**config.mk**
```make
export PLATFORM = sky130hd
export DESIGN_NAME = alu_arbiter
export DESIGN_NICKNAME = d
export VERILOG_FILES = /design/src/rtl/alu_arbiter.sv
export SDC_FILE = /design/constraint.sdc
export NUM_CORES = 1
export LEC_CHECK = 0
export BUFFER_PORTS_ARGS = -buffer_cell sky130_fd_sc_hd__buf_2
export CAP_MARGIN = 20
export CORE_AREA = 2 2 209 211
export DETAILED_ROUTE_END_ITERATION = 12
export DIE_AREA = 0 0 211 213
export GPL_TIMING_DRIVEN = 0
export PLACE_DENSITY_LB_ADDON = 0.2
export SETUP_SLACK_MARGIN = 0.5
export SLEW_MARGIN = 5
export SYNTH_ARGS = -nofsm -noshare
export SYNTH_HDL_FRONTEND = slang
export SYNTH_SLANG_ARGS = --single-unit
```
**constraint.sdc**
```tcl
create_clock -name clk -period 3.1 [get_ports clk]
set_input_delay 0 -clock clk [delete_from_list [all_inputs] [get_ports clk]]
set_output_delay 0 -clock clk [all_outputs]
set_load 0.05 [all_outputs]
```
**src/rtl/alu_arbiter.sv**
```systemverilog
// ---------------------------------------------------------------------------
// alu_arbiter
//
// Purpose:
//   Shares one external combinational ALU between two requesters. A
//   round-robin arbiter accepts one request at a time in IDLE. The ALU
//   control decode turns ALUOp/Funct into a 4-bit ALU operation. The ALU
//   result is captured one cycle after accept and presented through a
//   valid/ready response port.
//
// Ports:
//   clk                     clock, rising edge
//   reset                   synchronous active-high reset
//   req0_valid/req1_valid   requester has an operation pending
//   req0_ready/req1_ready   request accepted this cycle
//   req0_aluop/req1_aluop   2-bit ALUOp class
//   req0_funct/req1_funct   4-bit Funct field
//   req0_a/b, req1_a/b      operands
//   alu_op, alu_a, alu_b    operation and operands driven to the shared ALU
//   alu_result, alu_zero    combinational ALU outputs
//   resp_valid/resp_ready   response handshake
//   resp_id                 requester served (0/1)
//   resp_result, resp_zero  captured ALU outputs (zeroed on error)
//   resp_err                request used an illegal ALUOp/Funct encoding
// ---------------------------------------------------------------------------
module alu_arbiter #(
  parameter int WIDTH = 64
) (
  input  logic             clk,
  input  logic             reset,
  input  logic             req0_valid,
  input  logic             req1_valid,
  output logic             req0_ready,
  output logic             req1_ready,
  input  logic [1:0]       req0_aluop,
  input  logic [1:0]       req1_aluop,
  input  logic [3:0]       req0_funct,
  input  logic [3:0]       req1_funct,
  input  logic [WIDTH-1:0] req0_a,
  input  logic [WIDTH-1:0] req0_b,
  input  logic [WIDTH-1:0] req1_a,
  input  logic [WIDTH-1:0] req1_b,
  output logic [3:0]       alu_op,
  output logic [WIDTH-1:0] alu_a,
  output logic [WIDTH-1:0] alu_b,
  input  logic [WIDTH-1:0] alu_result,
  input  logic             alu_zero,
  output logic             resp_valid,
  input  logic             resp_ready,
  output logic             resp_id,
  output logic [WIDTH-1:0] resp_result,
  output logic             resp_zero,
  output logic             resp_err
);

  typedef enum logic [1:0] {
    IDLE = 2'd0,
    EXEC = 2'd1,
    RESP = 2'd2
  } state_t;

  state_t           r_state;
  state_t           w_nextState;
  logic             r_lastGrant;
  logic [3:0]       r_aluOp;
  logic [WIDTH-1:0] r_aluA;
  logic [WIDTH-1:0] r_aluB;
  logic             r_err;
  logic             r_id;
  logic [WIDTH-1:0] r_respResult;
  logic             r_respZero;

  logic             w_grantValid;
  logic             w_grantId;
  logic             w_accept;
  logic [1:0]       w_selAluop;
  logic [3:0]       w_selFunct;
  logic [3:0]       w_decOp;
  logic             w_decErr;

  // Round-robin grant. On a tie the requester that did not win last time is
  // chosen; a lone valid is always granted. The accept is qualified with
  // reset so neither ready can rise while reset is held.
  always_comb begin
    w_grantValid = 1'b0;
    w_grantId    = 1'b0;
    if (req0_valid && req1_valid) begin
      w_grantValid = 1'b1;
      w_grantId    = ~r_lastGrant;
    end else if (req0_valid) begin
      w_grantValid = 1'b1;
      w_grantId    = 1'b0;
    end else if (req1_valid) begin
      w_grantValid = 1'b1;
      w_grantId    = 1'b1;
    end
  end

  assign w_accept   = (r_state == IDLE) && !reset && w_grantValid;
  assign req0_ready = w_accept && !w_grantId;
  assign req1_ready = w_accept && w_grantId;

  // ALU control decode of the granted request. Illegal encodings still
  // produce a harmless add so the ALU inputs stay well defined.
  always_comb begin
    w_selAluop = w_grantId ? req1_aluop : req0_aluop;
    w_selFunct = w_grantId ? req1_funct : req0_funct;
    w_decOp    = 4'b0010;
    w_decErr   = 1'b0;
    case (w_selAluop)
      2'b00: w_decOp = 4'b0010;
      2'b01: w_decOp = 4'b0110;
      2'b10: begin
        case (w_selFunct)
          4'b0000: w_decOp = 4'b0010;
          4'b1000: w_decOp = 4'b0110;
          4'b0111: w_decOp = 4'b0000;
          4'b0110: w_decOp = 4'b0001;
          default: w_decErr = 1'b1;
        endcase
      end
      default: w_decErr = 1'b1;
    endcase
  end

  // Next-state logic: accept, one execute cycle, then hold the response
  // until the consumer takes it.
  always_comb begin
    w_nextState = r_state;
    case (r_state)
      IDLE:    if (w_grantValid) w_nextState = EXEC;
      EXEC:    w_nextState = RESP;
      RESP:    if (resp_ready) w_nextState = IDLE;
      default: w_nextState = IDLE;
    endcase
  end

  // State and datapath registers. The ALU drive comes straight from these
  // registers, so the shared ALU never sees requester inputs switching
  // during a grant.
  always_ff @(posedge clk) begin
    if (reset) begin
      r_state      <= IDLE;
      r_lastGrant  <= 1'b1;
      r_aluOp      <= 4'b0000;
      r_aluA       <= '0;
      r_aluB       <= '0;
      r_err        <= 1'b0;
      r_id         <= 1'b0;
      r_respResult <= '0;
      r_respZero   <= 1'b0;
    end else begin
      r_state <= w_nextState;
      if (w_accept) begin
        r_lastGrant <= w_grantId;
        r_id        <= w_grantId;
        r_aluOp     <= w_decOp;
        r_err       <= w_decErr;
        r_aluA      <= w_grantId ? req1_a : req0_a;
        r_aluB      <= w_grantId ? req1_b : req0_b;
      end
      if (r_state == EXEC) begin
        r_respResult <= r_err ? '0 : alu_result;
        r_respZero   <= r_err ? 1'b0 : alu_zero;
      end
    end
  end

  assign alu_op      = r_aluOp;
  assign alu_a       = r_aluA;
  assign alu_b       = r_aluB;
  assign resp_valid  = (r_state == RESP);
  assign resp_id     = r_id;
  assign resp_result = r_respResult;
  assign resp_zero   = r_respZero;
  assign resp_err    = r_err;

endmodule

```
==> results.ini <==
[outcome]
status=completed

[cells_and_area]
drive_gt1_frac=0.373
utilization=0.395
syn2layout_area_growth_pct=83.8
fin_nets=2302
stdcell_count=2533

[clocking]
cts_tree=built
clk_latency_ns=0.55
clkSinkCount=201
clock_tree.buffer_depth=3
ctsHtreeMaxLevel=1
cts.clk_slew.worst_paths_ns=0.06
numCtsBuffers=26
cts_root_buf=clkbuf_16

[placement]
io_buffers=538
dp_hpwl_um=32700
dp_cells=2151
place_congestion=0.890

[sta]
worstMarginPinSlew_ns=0.939
rsz0062_at_grt=true
setup_viol=0
fin_skew_ns=0.0270
finalCritPeriodShare=0.809
slew_headroom=0.374
period_needed_ns=2.51
final_max_slew_viol_count=0
finalHoldViolCount=0
max_freq_mhz=399

[routing]
wl_per_cell_um=17.7
antenna_left=0
drc=0
post_drt_via_cell_ratio=4.46
first_pass_iters=5
vias=11307
postRouteWirelength_um=44800
dr.first_iter.drc_count=375

[setup_path]
r2r_start=r_state[0]$_SDFFE_PP0P_
crit_type=reg -> reg
reg2regPathDepth=8
crit_path_end_kind=flop
regToRegEndpoint=alu_a[59]$_SDFFE_PP0P_
cp.required_ns=3.57
arrival_ns=2.98
critPathMaxFanout=10
critPathLaunchType=flop
crit_path_start=r_state[0]$_SDFFE_PP0P_
r2r_setup_slack_ns=0.59
crit_end=alu_a[59]$_SDFFE_PP0P_

[grt]
grt_pass1_wl_um=65700
grt_pass1_vias=11622
track_usage=0.188
antenna_found_initial=11
grt-ovfl-total=0
grt_max_degree=13

[logic_synthesis]
syn_area_mm2=0.00918
synth_cell_type_count=34
ys_ff_latch=201
synth-async-reset-ratio=0
synth-main-ff-cell=dfxtp_1
synth.top_cell.area_share=0.438
synth_edf_count=0
yosysWarnings=0
syn_inst=1067
synth_area_per_cell_um2=8.60
synthesis.nets=1407
synth_top_area_cell=dfxtp_1
synth.area.top_cells=dfxtp_1 44%, a311oi_2 16%, nand2_1 11%
yosysMostFrequentCell=nand2_1
ys_top_cells_by_count=265 x nand2_1, 201 x dfxtp_1, 176 x nor2_1
yosysSeqAreaShare=0.438

[power_and_ir_drop]
vdd_drop_max_mv=0.394
p_leak_nw=7.63
powerDensity_mw_per_mm2=536

[floorplan]
die_height_um=213
num_rows=76
io_pins=540
dieArea_mm2=0.0449
die_x_um=211
core_area_mm2=0.0427
initial_utilization=0.215

[flow_run]
cap_violations=0

[worst_hold_path]
worstHoldPathType=in -> reg

-- state kept, by name (all words and copies together), names as in the netlist --
signal	flops
alu_op	3
resp_id	1
r_lastGrant	1
alu_a	64
resp_result	64
resp_zero	1
r_state	2
resp_err	1
alu_b	64
-- per-stage QoR --
step	worst slack (ns)	TNS, ns	hold WS, ns	instance area (µm²)	power, mW
6_report	0.591	0	0.0374	16900	9.05
5_1_grt	0.439	0	0.0811	16900	9.44
4_1_cts	0.516	0	0.00772	16800	9.12
3_5_place_dp	-0.360	-0.718	0.272	12600	5.38
3_3_place_gp	-0.372	-0.691	0.265	12600	5.37
2_1_floorplan	0.940	0	0.159	9180	4.62
-- cells in the final DEF, fill, tap and decap left out, drive strengths merged, types with 2 or more instances in the layout --
| cell type | Yosys | layout |
|---|---|---|
| or4 | 2 | 2 |
| inv | 7 | 8 |
| a21oi | 69 | 69 |
| clkbuf | 68 | 109 |
| o311ai | 2 | 2 |
| and3 | 2 | 2 |
| diode | 0 | 7 |
| nor2 | 196 | 196 |
| nand2b | 2 | 2 |
| nor3b | 66 | 66 |
| dlygate4sd3 | 0 | 329 |
| ha | 2 | 2 |
| a311oi | 129 | 129 |
| nor2b | 2 | 2 |
| o211ai | 2 | 2 |
| dfxtp | 201 | 201 |
| clkinv | 0 | 3 |
| nand3b | 2 | 2 |
| buf | 37 | 571 |
| nor3 | 4 | 4 |
| bufinv | 0 | 5 |
| nand2 | 265 | 265 |
-- per-layer routing --
metal / global-route usage / part of all wire / wire [µm] / vias to the layer above
met5: 0 / 0.0017 / 75 / -
met4: 0.0753 / 0.041 / 1840 / 10
met3: 0.0485 / 0.066 / 2960 / 99
met2: 0.333 / 0.49 / 21900 / 423
met1: 0.216 / 0.40 / 18100 / 5275
li1: - / - / - / 5500
-- logic make-up after synthesis --
logic type,synth area share
and+or+nand+nor,0.259
AOI/OAI and AO/OA,0.237
DFF,0.438
buffers and inverters,0.0619
adders and majority gates,0.00273
muxes,0.00109
other,0.000408
-- area by class of cell --
cell class              instances  area [µm²]
fillers                      4328       25800
repair buffers                867        5990
multi-input cells             754        4590
flip-flops and latches        201        4020
clock buffers                  37         753
well taps                     546         683
plain buffers                 105         611
clock inverters                 9         174
inverters                       7        26.3
diodes                          7        17.5
-- critical path: stages, from the launching register on --
cell and delay (ns):
dfxtp_1 0.35, or4_1 0.50, buf_2 0.20, inv_2 0.13, buf_12 0.18, buf_6 0.17
nor2_1 0.06, a311oi_2 0.23, dlygate4sd3_1 0.59
-- worst min-delay path by stage --
stage / to / from / slack (ns) / cells past startpoint
6_report: alu_op[2]$_SDFFE_PP0P_ / req0_aluop[1] / 0.04 / 5
5_1_grt: alu_op[2]$_SDFFE_PP0P_ / req0_aluop[1] / 0.08 / 5
4_1_cts: alu_op[2]$_SDFFE_PP0P_ / req0_aluop[1] / 0.008 / 5
3_5_place_dp: alu_a[1]$_SDFFE_PP0P_ / req1_a[1] / 0.27 / 3
3_3_place_gp: alu_a[19]$_SDFFE_PP0P_ / req1_a[19] / 0.27 / 3
2_1_floorplan: alu_a[10]$_SDFFE_PP0P_ / req1_a[10] / 0.16 / 2
-- repair_timing --
action / CTS / global route
resized for setup: 7 / 21
setup endpoints to repair: 33 / 51
hold buffers: 329 / 0
setup buffers: 0 / 0
hold endpoints to repair: 198 / 0
-- report_power, final --
group	total (mW)	switching (mW)	internal, mW
combinational	2.78	1.76	1.01
sequential	2.94	0.128	2.81
clock	3.33	1.23	2.10
total	9.05	3.12	5.92
(Power assumes the default switching activity.)
